**src/rtl/asrv32_memoryaccess.sv**
```systemverilog
// ============================================================================
// Module   : asrv32_memoryaccess
// Brief    : ASRV32 load/store unit. It performs one req/ack data-memory
//            transaction per MEMORYACCESS stage and formats the load data.
// Revision : 1.0 - initial release
// ============================================================================
`default_nettype none

module asrv32_memoryaccess (
    input  logic        i_clk,
    input  logic        i_rst_n,
    input  logic        i_ce,
    input  logic        i_is_load,
    input  logic        i_is_store,
    input  logic [2:0]  i_funct3,
    input  logic [31:0] i_addr,
    input  logic [31:0] i_rs2_data,
    output logic        o_mem_req,
    output logic        o_mem_we,
    output logic [31:0] o_mem_addr,
    output logic [31:0] o_mem_wdata,
    output logic [3:0]  o_mem_wstrb,
    input  logic        i_mem_ack,
    input  logic [31:0] i_mem_rdata,
    output logic [31:0] o_load_data,
    output logic        o_stall,
    output logic        o_done,
    output logic        o_fault
);

    typedef enum logic [1:0] {
        IDLE = 2'd0,
        WAIT = 2'd1,
        DONE = 2'd2
    } state_t;

    state_t      state;
    logic [2:0]  funct3_q;
    logic [1:0]  offset_q;

    logic        mem_op;
    logic        illegal;
    logic        start;
    logic [31:0] wdata_fmt;
    logic [3:0]  wstrb_fmt;

    function automatic logic [31:0] format_load(input logic [2:0]  f3,
                                                input logic [1:0]  off,
                                                input logic [31:0] d);
        logic [31:0] s;
        s = d >> {off, 3'b000};
        case (f3)
            3'b000:  format_load = {{24{s[7]}}, s[7:0]};
            3'b001:  format_load = {{16{s[15]}}, s[15:0]};
            3'b100:  format_load = {24'd0, s[7:0]};
            3'b101:  format_load = {16'd0, s[15:0]};
            default: format_load = d;
        endcase
    endfunction

    // Reset also gates the decode so stall/fault cannot assert during reset.
    always_comb begin
        mem_op  = i_ce & i_rst_n & (i_is_load | i_is_store);
        illegal = 1'b0;
        case (i_funct3)
            3'b000, 3'b100: illegal = 1'b0;
            3'b001, 3'b101: illegal = i_addr[0];
            3'b010:         illegal = |i_addr[1:0];
            default:        illegal = 1'b1;
        endcase
        if (i_is_store && i_funct3[2])
            illegal = 1'b1;
        if (i_is_load && i_is_store)
            illegal = 1'b1;
    end

    always_comb begin
        wdata_fmt = i_rs2_data;
        wstrb_fmt = 4'b1111;
        case (i_funct3[1:0])
            2'b00: begin
                wdata_fmt = {4{i_rs2_data[7:0]}};
                wstrb_fmt = 4'b0001 << i_addr[1:0];
            end
            2'b01: begin
                wdata_fmt = {2{i_rs2_data[15:0]}};
                wstrb_fmt = 4'b0011 << {i_addr[1], 1'b0};
            end
            default: begin
                wdata_fmt = i_rs2_data;
                wstrb_fmt = 4'b1111;
            end
        endcase
    end

    assign start     = (state == IDLE) & mem_op & ~illegal;
    assign o_fault   = (state == IDLE) & mem_op & illegal;
    assign o_stall   = start | (state == WAIT);
    assign o_mem_req = (state == WAIT);
    assign o_done    = (state == DONE);

    always_ff @(posedge i_clk or negedge i_rst_n) begin
        if (!i_rst_n) begin
            state       <= IDLE;
            funct3_q    <= 3'd0;
            offset_q    <= 2'd0;
            o_mem_we    <= 1'b0;
            o_mem_addr  <= 32'd0;
            o_mem_wdata <= 32'd0;
            o_mem_wstrb <= 4'd0;
            o_load_data <= 32'd0;
        end else begin
            case (state)
                IDLE: begin
                    if (start) begin
                        funct3_q    <= i_funct3;
                        offset_q    <= i_addr[1:0];
                        o_mem_we    <= i_is_store;
                        o_mem_addr  <= {i_addr[31:2], 2'b00};
                        o_mem_wdata <= i_is_store ? wdata_fmt : 32'd0;
                        o_mem_wstrb <= i_is_store ? wstrb_fmt : 4'd0;
                        state       <= WAIT;
                    end
                end
                WAIT: begin
                    if (i_mem_ack) begin
                        if (!o_mem_we)
                            o_load_data <= format_load(funct3_q, offset_q, i_mem_rdata);
                        state <= DONE;
                    end
                end
                DONE:    state <= IDLE;
                default: state <= IDLE;
            endcase
        end
    end

endmodule

`default_nettype wire

```
**config.mk**
```make
export PLATFORM = sky130hd
export DESIGN_NAME = asrv32_memoryaccess
export DESIGN_NICKNAME = d
export VERILOG_FILES = /design/src/rtl/asrv32_memoryaccess.sv
export SDC_FILE = /design/constraint.sdc
export NUM_CORES = 1
export LEC_CHECK = 0
export CAP_MARGIN = 20
export CORE_UTILIZATION = 55
export CTS_BUF_LIST = sky130_fd_sc_hd__clkbuf_4 sky130_fd_sc_hd__clkbuf_8 sky130_fd_sc_hd__clkbuf_16
export CTS_CLUSTER_SIZE = 20
export DETAILED_ROUTE_END_ITERATION = 8
export DONT_BUFFER_PORTS = 1
export PLACE_DENSITY = 0.76
export SYNTH_ARGS = -nofsm -noshare
export SYNTH_HDL_FRONTEND = slang
export SYNTH_SLANG_ARGS = --single-unit
```
**constraint.sdc**
```tcl
create_clock -name i_clk -period 2.9 [get_ports i_clk]
set_clock_uncertainty 0.15 [all_clocks]
set_input_delay 0.725 -clock i_clk [delete_from_list [all_inputs] [get_ports i_clk]]
set_output_delay 0.725 -clock i_clk [all_outputs]
set_load 0.01 [all_outputs]
```
**Yosys cells after proc, flatten, opt, wreduce, memory -nomap -nowiden**

Cells that the tools add are included.

- Flip-flop bits (word level): 106
- Bits in latches: 0
- RAM bits: 0
- Memory bits (read-only): 0
- Input bits: 105
- Word-level logic and storage cells: 55
- Memories kept: 0

- Add/sub/neg operators: 0
- $mul: 0
- Div/mod/pow operators: 0
- Magnitude comparators: 0
- Equality and inequality tests: 12
- Shifts and indexed selects: 3
- Muxes and demuxes: 11
- Bitwise operators: 9
- Reduce and logical (&&, ||, !) cells: 12

Operators by type and width:

| kind | count |
|---|---|
| 32-bit one-hot mux with 4 select lines | 1 |
| 32-bit one-hot mux with 2 select lines | 1 |
| 32-bit two-way mux | 1 |
| 32-bit by 5-bit >> shifter with 16-bit output | 1 |
| 3-bit == test, second input constant | 4 |
| 4-bit one-hot mux with 2 select lines | 1 |
| 3-bit by 1-bit == test with 1-bit output, second input constant | 2 |
| 3-bit zero test | 2 |
| 2-bit OR reduction | 3 |
| 1-bit AND | 5 |
| 2-bit by 1-bit == test with 1-bit output, second input constant | 2 |
| 2-bit zero test | 2 |
| 2-bit two-way mux | 2 |
| 4-bit two-way mux | 1 |
| 2-bit one-hot mux with 2 select lines | 1 |
| 2-bit AND reduction | 2 |
| 1-bit by 2-bit << shifter with 4-bit output, first input constant | 1 |
| 2-bit by 2-bit << shifter with 4-bit output, first input constant | 1 |
| 3-bit by 2-bit == test with 1-bit output, second input constant | 1 |
| 1-bit one-hot mux with 3 select lines | 1 |
| 3-bit AND reduction | 1 |
| 2-bit == test, second input constant | 1 |
| 1-bit logical AND | 2 |
| 1-bit two-way mux | 2 |
| 4 further kinds | 6 |

**Logic depth before layout (Yosys ltp)**

Gate-level depths: netlist of run 1.

- Depth in word-level cells: 9
- Mapped depth: 6
- Mapped depth without buffers: 4

**Worst setup path after synthesis of run 1**

OpenSTA, ideal clock, no wires.

- Path type: input -> output
- Start point: input port i_funct3[0]
- End point: output port o_stall
- Arrival: 1.719 ns
- Setup slack: 0.306 ns
- Stages: 6
- Path through: buf_6 > o31ai_4 > nand3_4 > nor2_8 > buf_6 > or2_1

- Cells in the longest elaborated chain, start to end: 8

Ends and longest elaborated chain:

| element | RTL line | source |
|---|---|---|
| start: declaration | 15 | `input logic [2:0] i_funct3,` |
| 3-bit by 1-bit == test with 1-bit output, or another cell as far along | 65 | `case (i_funct3)` |
| 2-bit OR reduction | 65 |  |
| 1-bit one-hot mux with 3 select lines * | 65 |  |
| 1-bit two-way mux * | 71 | `if (i_is_store && i_funct3[2])` |
| 1-bit two-way mux * | 73 | `if (i_is_load && i_is_store)` |
| 1-bit inverter * | 96 | `assign start = (state == IDLE) & mem_op & ~illegal;` |
| 1-bit AND * | 96 |  |
| 1-bit bitwise OR * | 98 | `assign o_stall = start \| (state == WAIT);` |
| end: declaration | 26 | `output logic o_stall,` |

Mark *: on every way between the ends. The rest lies on a longest branch, timed or not.

**Final worst setup path of run 1**

- Start point: register state[0]
- End point: output port o_stall

- Cells in the longest elaborated chain, start to end: 4

Ends and longest elaborated chain:

| element | RTL line | source |
|---|---|---|
| start: declaration | 37 | `state_t state;` |
| start signal: assignment | 104 | `state <= IDLE;` |
| start signal: assignment | 122 | `state <= WAIT;` |
| start signal: assignment | 129 | `state <= DONE;` |
| 2-bit zero test | 96 |  |
| 1-bit AND (2 in series) | 96 |  |
| 1-bit bitwise OR * | 98 |  |

Marked as above.

==> results of run 1 <==
-- flip-flops by register name, summed over array words and instances (netlist names) --
name,flops
funct3_q,3
o_mem_wdata,32
o_mem_we,1
state,2
o_load_data,32
offset_q,2
o_mem_addr,30
o_mem_wstrb,4
-- per-stage QoR --
| stage | std cells | hold slack [ns] | setup WS, ns | total power (W) | utilization |
|---|---|---|---|---|---|
| floorplan | 499 | 0.2794 | 0.3062 | 0.003266 | - |
| global placement | 591 | 0.2813 | 0.4931 | 0.003458 | 0.5697 |
| detailed placement | 591 | 0.2816 | 0.4515 | 0.003524 | 0.5697 |
| CTS | 607 | -0.1311 | 0.3126 | 0.004407 | 0.5902 |
| global route | 607 | -0.1480 | 0.2386 | 0.004650 | 0.5902 |
| finish | 607 | -0.1060 | 0.3791 | 0.004364 | 0.5902 |
-- cells in the final DEF (no fill, tap or decap), drive strengths merged, types with 2 or more instances in the layout --
cell and count:
a221oi 6, buf 8, nor2b 5, nand2b 10, clkinv 5, a2bb2oi 6
o31ai 19, o211ai 8, conb 2, nand2 55, o41ai 16, nor2 12
inv 11, a31oi 2, nor3b 2, o21ai 56, mux2i 32, nand3 34
mux2 39, dfrtp 106, clkbuf 11, a21oi 12, o22ai 7
-- how the worst max path moves through the flow --
| stage | cells past startpoint | slack [ns] | endpoint |
|---|---|---|---|
| floorplan | 6 | 0.31 | o_stall |
| global placement | 4 | 0.49 | o_stall |
| detailed placement | 5 | 0.45 | o_mem_addr[14] |
| CTS | 4 | 0.31 | o_stall |
| global route | 4 | 0.24 | o_stall |
| finish | 4 | 0.38 | o_stall |
-- layout make-up --
| class | count | area [um2] | share of cell area |
|---|---|---|---|
| sequential | 106 | 2653 | 0.4818 |
| multi-input combinational | 337 | 2399 | 0.4357 |
| tap | 129 | 161.4 | 0.02932 |
| clock buffer | 11 | 145.1 | 0.02636 |
| timing repair buffer | 8 | 60.06 | 0.01091 |
| clock inverter | 5 | 46.29 | 0.008409 |
| inverter | 11 | 41.29 | 0.007500 |
-- logic make-up after synthesis --
kind of cell           share of synthesized area
DFF                                       0.4958
and+or+nand+nor                           0.1282
muxes                                     0.1462
other                                  0.0007009
AOI/OAI and AO/OA                         0.1717
buffers and inverters                    0.05753
-- metal layers --
metal | part of all wire | routed length, um | up-vias
li1 | - | - | 1750
met1 | 0.37 | 4787 | 1851
met2 | 0.51 | 6484 | 171
met3 | 0.10 | 1310 | 17
met4 | 0.015 | 193 | 0
met5 | 0 | 0 | -
-- worst max-delay path, stage by stage (launching register included) --
cell       delay, ns
dfrtp_1         0.43
nor2_1          0.22
o2111ai_4       0.21
nor2_8          0.23
or2_1           0.18
-- power by group through the flow --
stage / clock network (W) / logic (W) / registers (W)
final: 0.000882 / 0.000954 / 0.00253
after global routing: 0.000978 / 0.00108 / 0.00259
after CTS: 0.000911 / 0.000962 / 0.00253
after detailed placement: 0 / 0.000963 / 0.00256
after global placement: 0 / 0.000911 / 0.00255
after floorplan: 0 / 0.000848 / 0.00242
-- cell usage after synthesis (6+ instances only) --
cell,number
nor2_1,10
o21ai_1,12
nand3_1,22
o21ai_0,44
dfrtp_1,106
a2bb2oi_1,6
o31ai_1,18
buf_6,6
mux2i_1,32
nand2b_1,10
nand2_1,55
inv_1,9
a21oi_1,12
o22ai_1,7
nand3_2,11
clkbuf_1,24
o211ai_1,8
o41ai_1,16
buf_2,9
a221oi_1,6
mux2_1,38
==> flow_summary.ini, run 1 <==
[run_status]
status = finished with violations
failed_checks = negative hold slack

[floorplan]
io-pin-count = 210
die-area_um2 = 10130
floorplan.initialDensity = 0.5736
die_width_um = 100.6
rows = 35
die_h_um = 100.6
core_um2 = 9328

[global_route]
grt_max_degree = 108
grt_pass1_wl_mm = 19.90
grt_usage = 0.2571
antenna_found_initial = 0
met2_usage = 0.4368
busiest_layer = met2
overflow = 0
grtUsageMet1 = 0.3064
grt_util_met3 = 0.09431
grt_pass1_vias = 3692

[sta]
final_max_slew_viol_count = 0
fin_crit_sh = 0.8693
rsz0062_at_grt = false
slew_headroom = 0.6030
min_period_ns = 2.521
setup_viol = 0
max_freq_ghz = 0.3967
finalSetupTns_ns = 0
tightest_slew_ns = 0.5954
hold_viol_final = 106
fin_hold_ws_ns = -0.1060

[yosys]
synthArstFlopShare = 1.000
yosys-top-cells-area = dfrtp_1 (50%), mux2_1 (8.0%), mux2i_1 (6.0%)
synth-main-ff-cell = dfrtp_1
netlist_area_um2 = 5350
synth-edff-count = 0
avgSynthCellArea_um2 = 10.74
netlist_instances = 498
yosys_warnings = 0
seq_area_frac_synth = 0.4958
synth_seq_cells = 106
synthDistinctLibCells = 49
synth_top_area_frac = 0.4958
yosys.area.top_type = dfrtp_1

[route]
drc = 0
routed_wl_mm = 12.78
vias = 3789
firstDrtPassIters = 6
wire_per_inst_um = 21.05
drtIter0Drc = 113
via_per_inst = 6.242
antenna_left = 0

[power]
p_clk_frac = 0.202
leakagePower_nw = 2.470
p_sw_w = 0.001609
irDropWorstVdd_v = 0.0002812
comb_power_share = 0.219
powerDensity_nw_per_um2 = 792.7
switching_share = 0.3688
seqPwrFrac = 0.579
p_int_w = 0.002754

[clock_network]
cts_setup_buffers = 0
cts_num_sinks = 106
cts_tree = done
clk_path_buf_depth = 2
htreeDepth = 3
post_cts_resized = 0
clock_latency_ns = 0.36
clkSlewWorstSetupHoldPaths_ns = 0.11
root_buffer = clkbuf_8
cts_inserted_buffers = 9

[layout]
num_antenna_cells = 0
syn_to_final_growth_pct = 2.900
fin_area_um2 = 5505
nFillCells = 791
fin_nets = 578
drive_above_1_share = 0.09205

[critical_path]
crit_fanout = 10
reg2reg_from = state[0]
reg2reg_slack_ns = 0.75
cp.arrival_ns = 1.65
path_class = reg -> out
timing.rr.end = o_mem_addr[11]
startpoint_type = flip-flop
required_ns = 2.03
r2r.worst_path.cells = 5
startpoint = state[0]
endpoint_kind = output pin

[flow_run]
cap_viol_max_count = 0

[min_path]
hp-class = in -> async

[placement]
dp_hpwl_mm = 9.072
gp_congestion = 0.8148
placed_cell_area_um2 = 5314
portBuffers = 0
Power figures use the tool's default switching activity.
==> run 2, diff against run 1 <==
--- a/config.mk
+++ b/config.mk
@@ -6,12 +6,14 @@
 export NUM_CORES = 1
 export LEC_CHECK = 0
 export CAP_MARGIN = 20
-export CORE_UTILIZATION = 55
+export CELL_PAD_IN_SITES_DETAIL_PLACEMENT = 1
+export CELL_PAD_IN_SITES_GLOBAL_PLACEMENT = 1
+export CORE_UTILIZATION = 43
 export CTS_BUF_LIST = sky130_fd_sc_hd__clkbuf_4 sky130_fd_sc_hd__clkbuf_8 sky130_fd_sc_hd__clkbuf_16
 export CTS_CLUSTER_SIZE = 20
 export DETAILED_ROUTE_END_ITERATION = 8
 export DONT_BUFFER_PORTS = 1
-export PLACE_DENSITY = 0.76
+export PLACE_DENSITY = 0.82
 export SYNTH_ARGS = -nofsm -noshare
 export SYNTH_HDL_FRONTEND = slang
 export SYNTH_SLANG_ARGS = --single-unit
==> constraint.sdc (replaced) <==
create_clock -name i_clk -period 2.1 [get_ports i_clk]
set_clock_uncertainty 0.15 [all_clocks]
set_input_delay 0.525 -clock i_clk [delete_from_list [all_inputs] [get_ports i_clk]]
set_output_delay 0.525 -clock i_clk [all_outputs]
set_load 0.01 [all_outputs]
==> flow_summary.ini, run 2 (synthesized netlist as in run 1, its figures left out) <==
[placement]
gp_congestion = 0.8277
place_ws_ns = 0.1178
dp_hpwl_mm = 10.64
portBuffers = 0

[floorplan]
die-area_um2 = 12890
die_h_um = 113.5
io-pin-count = 210
floorplan.initialDensity = 0.4436
die_width_um = 113.5
rows = 40
core_um2 = 12060

[critical_path]
required_ns = 1.42
crit_fanout = 4
cp.arrival_ns = 1.45
path_class = reg -> out
startpoint_type = flip-flop
endpoint_kind = output pin
reg2reg_slack_ns = 0.19
r2r.worst_path.cells = 8

[global_route]
grt_max_degree = 108
grt_usage = 0.2322
antenna_found_initial = 0
grt_pass1_wl_mm = 23.17
overflow = 0
grt_pass1_vias = 4214

[layout]
num_antenna_cells = 0
fin_nets = 599
syn_to_final_growth_pct = 9.963
layout_common_cells = dfrtp_1 (106), nand2_1 (55), o21ai_0 (44), mux2_1 (38), mux2i_1 (32)
layout_commonest_cell = dfrtp_1
fin_util = 0.4878
drive_above_1_share = 0.1363
reg_top3 = o_load_data (32), o_mem_wdata (32), o_mem_addr (30)

[sta]
tightest_slew_ns = 0.5473
fin_crit_sh = 1.013
fin_hold_ws_ns = -0.2807
min_period_ns = 2.127
hold_viol_final = 106
final_max_slew_viol_count = 0
setup_viol = 1
max_freq_ghz = 0.4701
setup_ws_ns = -0.02736
finalSetupTns_ns = -0.02736
slew_headroom = 0.6338
rsz0062_at_grt = true

[clock_network]
cts_num_sinks = 106
clock_latency_ns = 0.35
cts_tree = done
cts_inserted_buffers = 9
root_buffer = clkbuf_16
htreeDepth = 3
clk_path_buf_depth = 2
clkSlewWorstSetupHoldPaths_ns = 0.07

[power]
p_sw_w = 0.002359
irDropWorstVdd_v = 0.0004187
p_int_w = 0.004311
powerDensity_nw_per_um2 = 1134
p_clk_frac = 0.257
seqPwrFrac = 0.524
leakagePower_nw = 2.648
switching_share = 0.3536
comb_power_share = 0.218

[route]
wire_per_inst_um = 21.94
drc = 0
vias = 3983
antenna_left = 0
routed_wl_mm = 14.64
via_per_inst = 5.972
drtIter0Drc = 183
firstDrtPassIters = 4

[run_status]
failed_checks = negative hold slack, negative setup slack
status = finished with violations

[flow_run]
cap_viol_max_count = 0

[min_path]
hp-class = in -> async
-- run 2: final timing paths --
check                                startpoint              end
worst min-delay path                    i_rst_n    o_mem_addr[9]
worst max register to register         state[0]  o_mem_wdata[21]
min in group i_clk                    i_mem_ack         state[1]
worst min register to register  o_load_data[15]  o_load_data[15]
max in group asynchronous               i_rst_n  o_load_data[12]
worst max-delay path                   state[0]          o_fault
-- run 2: worst max-delay path, cell delays in order, from the launching register on --
cell and delay, ns:
dfrtp_1 0.38, nor2_1 0.11, buf_4 0.13, o2111ai_4 0.17, buf_12 0.19, nor2b_4 0.12
-- run 2: area by class of cell --
type,instances,area [um2]
fill,1297,6178
multi-input combinational,337,2412
sequential,106,2653
inverter,11,41.29
clock buffer,10,232.7
timing repair buffer,29,267.8
tap,168,210.2
clock inverter,6,66.31
-- run 2: power groups by stage --
stage / logic, W / registers (W) / clock network (W)
CTS: 0.00146 / 0.00351 / 0.00174
global route: 0.00163 / 0.00358 / 0.00182
finish: 0.00146 / 0.00350 / 0.00172
floorplan: 0.00117 / 0.00334 / 0
global placement: 0.00132 / 0.00351 / 0
detailed placement: 0.00144 / 0.00355 / 0
-- run 2: stage by stage --
stage	std cells	power (W)	area [um2]
3_3_place_gp	642	0.004837	5479
5_1_grt	667	0.007033	5883
4_1_cts	665	0.006716	5868
6_report	667	0.006670	5883
3_5_place_dp	642	0.004983	5479
2_1_floorplan	499	0.004514	5368
-- run 2: metal layers --
metal,wire (um),GRT usage
met4,392,0.09912
met5,0,0
met2,7386,0.3988
met3,1339,0.08448
met1,5518,0.2595
-- run 2: timing repair --
| action | in CTS | in global routing |
|---|---|---|
| buffers inserted | 6 | 2 |
| endpoints found under the hold margin | 106 | 106 |
| resized for setup | 3 | 0 |
| cloned | 1 | 0 |
| pin swaps | 3 | 1 |
| endpoints found under the setup margin | 2 | 2 |
==> run 3, diff against run 2 <==
--- a/config.mk
+++ b/config.mk
@@ -5,12 +5,13 @@
 export SDC_FILE = /design/constraint.sdc
 export NUM_CORES = 1
 export LEC_CHECK = 0
+export ABC_CLOCK_PERIOD_IN_PS = 2100
 export CAP_MARGIN = 20
 export CELL_PAD_IN_SITES_DETAIL_PLACEMENT = 1
 export CELL_PAD_IN_SITES_GLOBAL_PLACEMENT = 1
 export CORE_UTILIZATION = 43
 export CTS_BUF_LIST = sky130_fd_sc_hd__clkbuf_4 sky130_fd_sc_hd__clkbuf_8 sky130_fd_sc_hd__clkbuf_16
-export CTS_CLUSTER_SIZE = 20
+export CTS_CLUSTER_SIZE = 10
 export DETAILED_ROUTE_END_ITERATION = 8
 export DONT_BUFFER_PORTS = 1
 export PLACE_DENSITY = 0.82
==> results of run 3 <==
The final DEF is identical to that of run 2; final timing and power are the same.
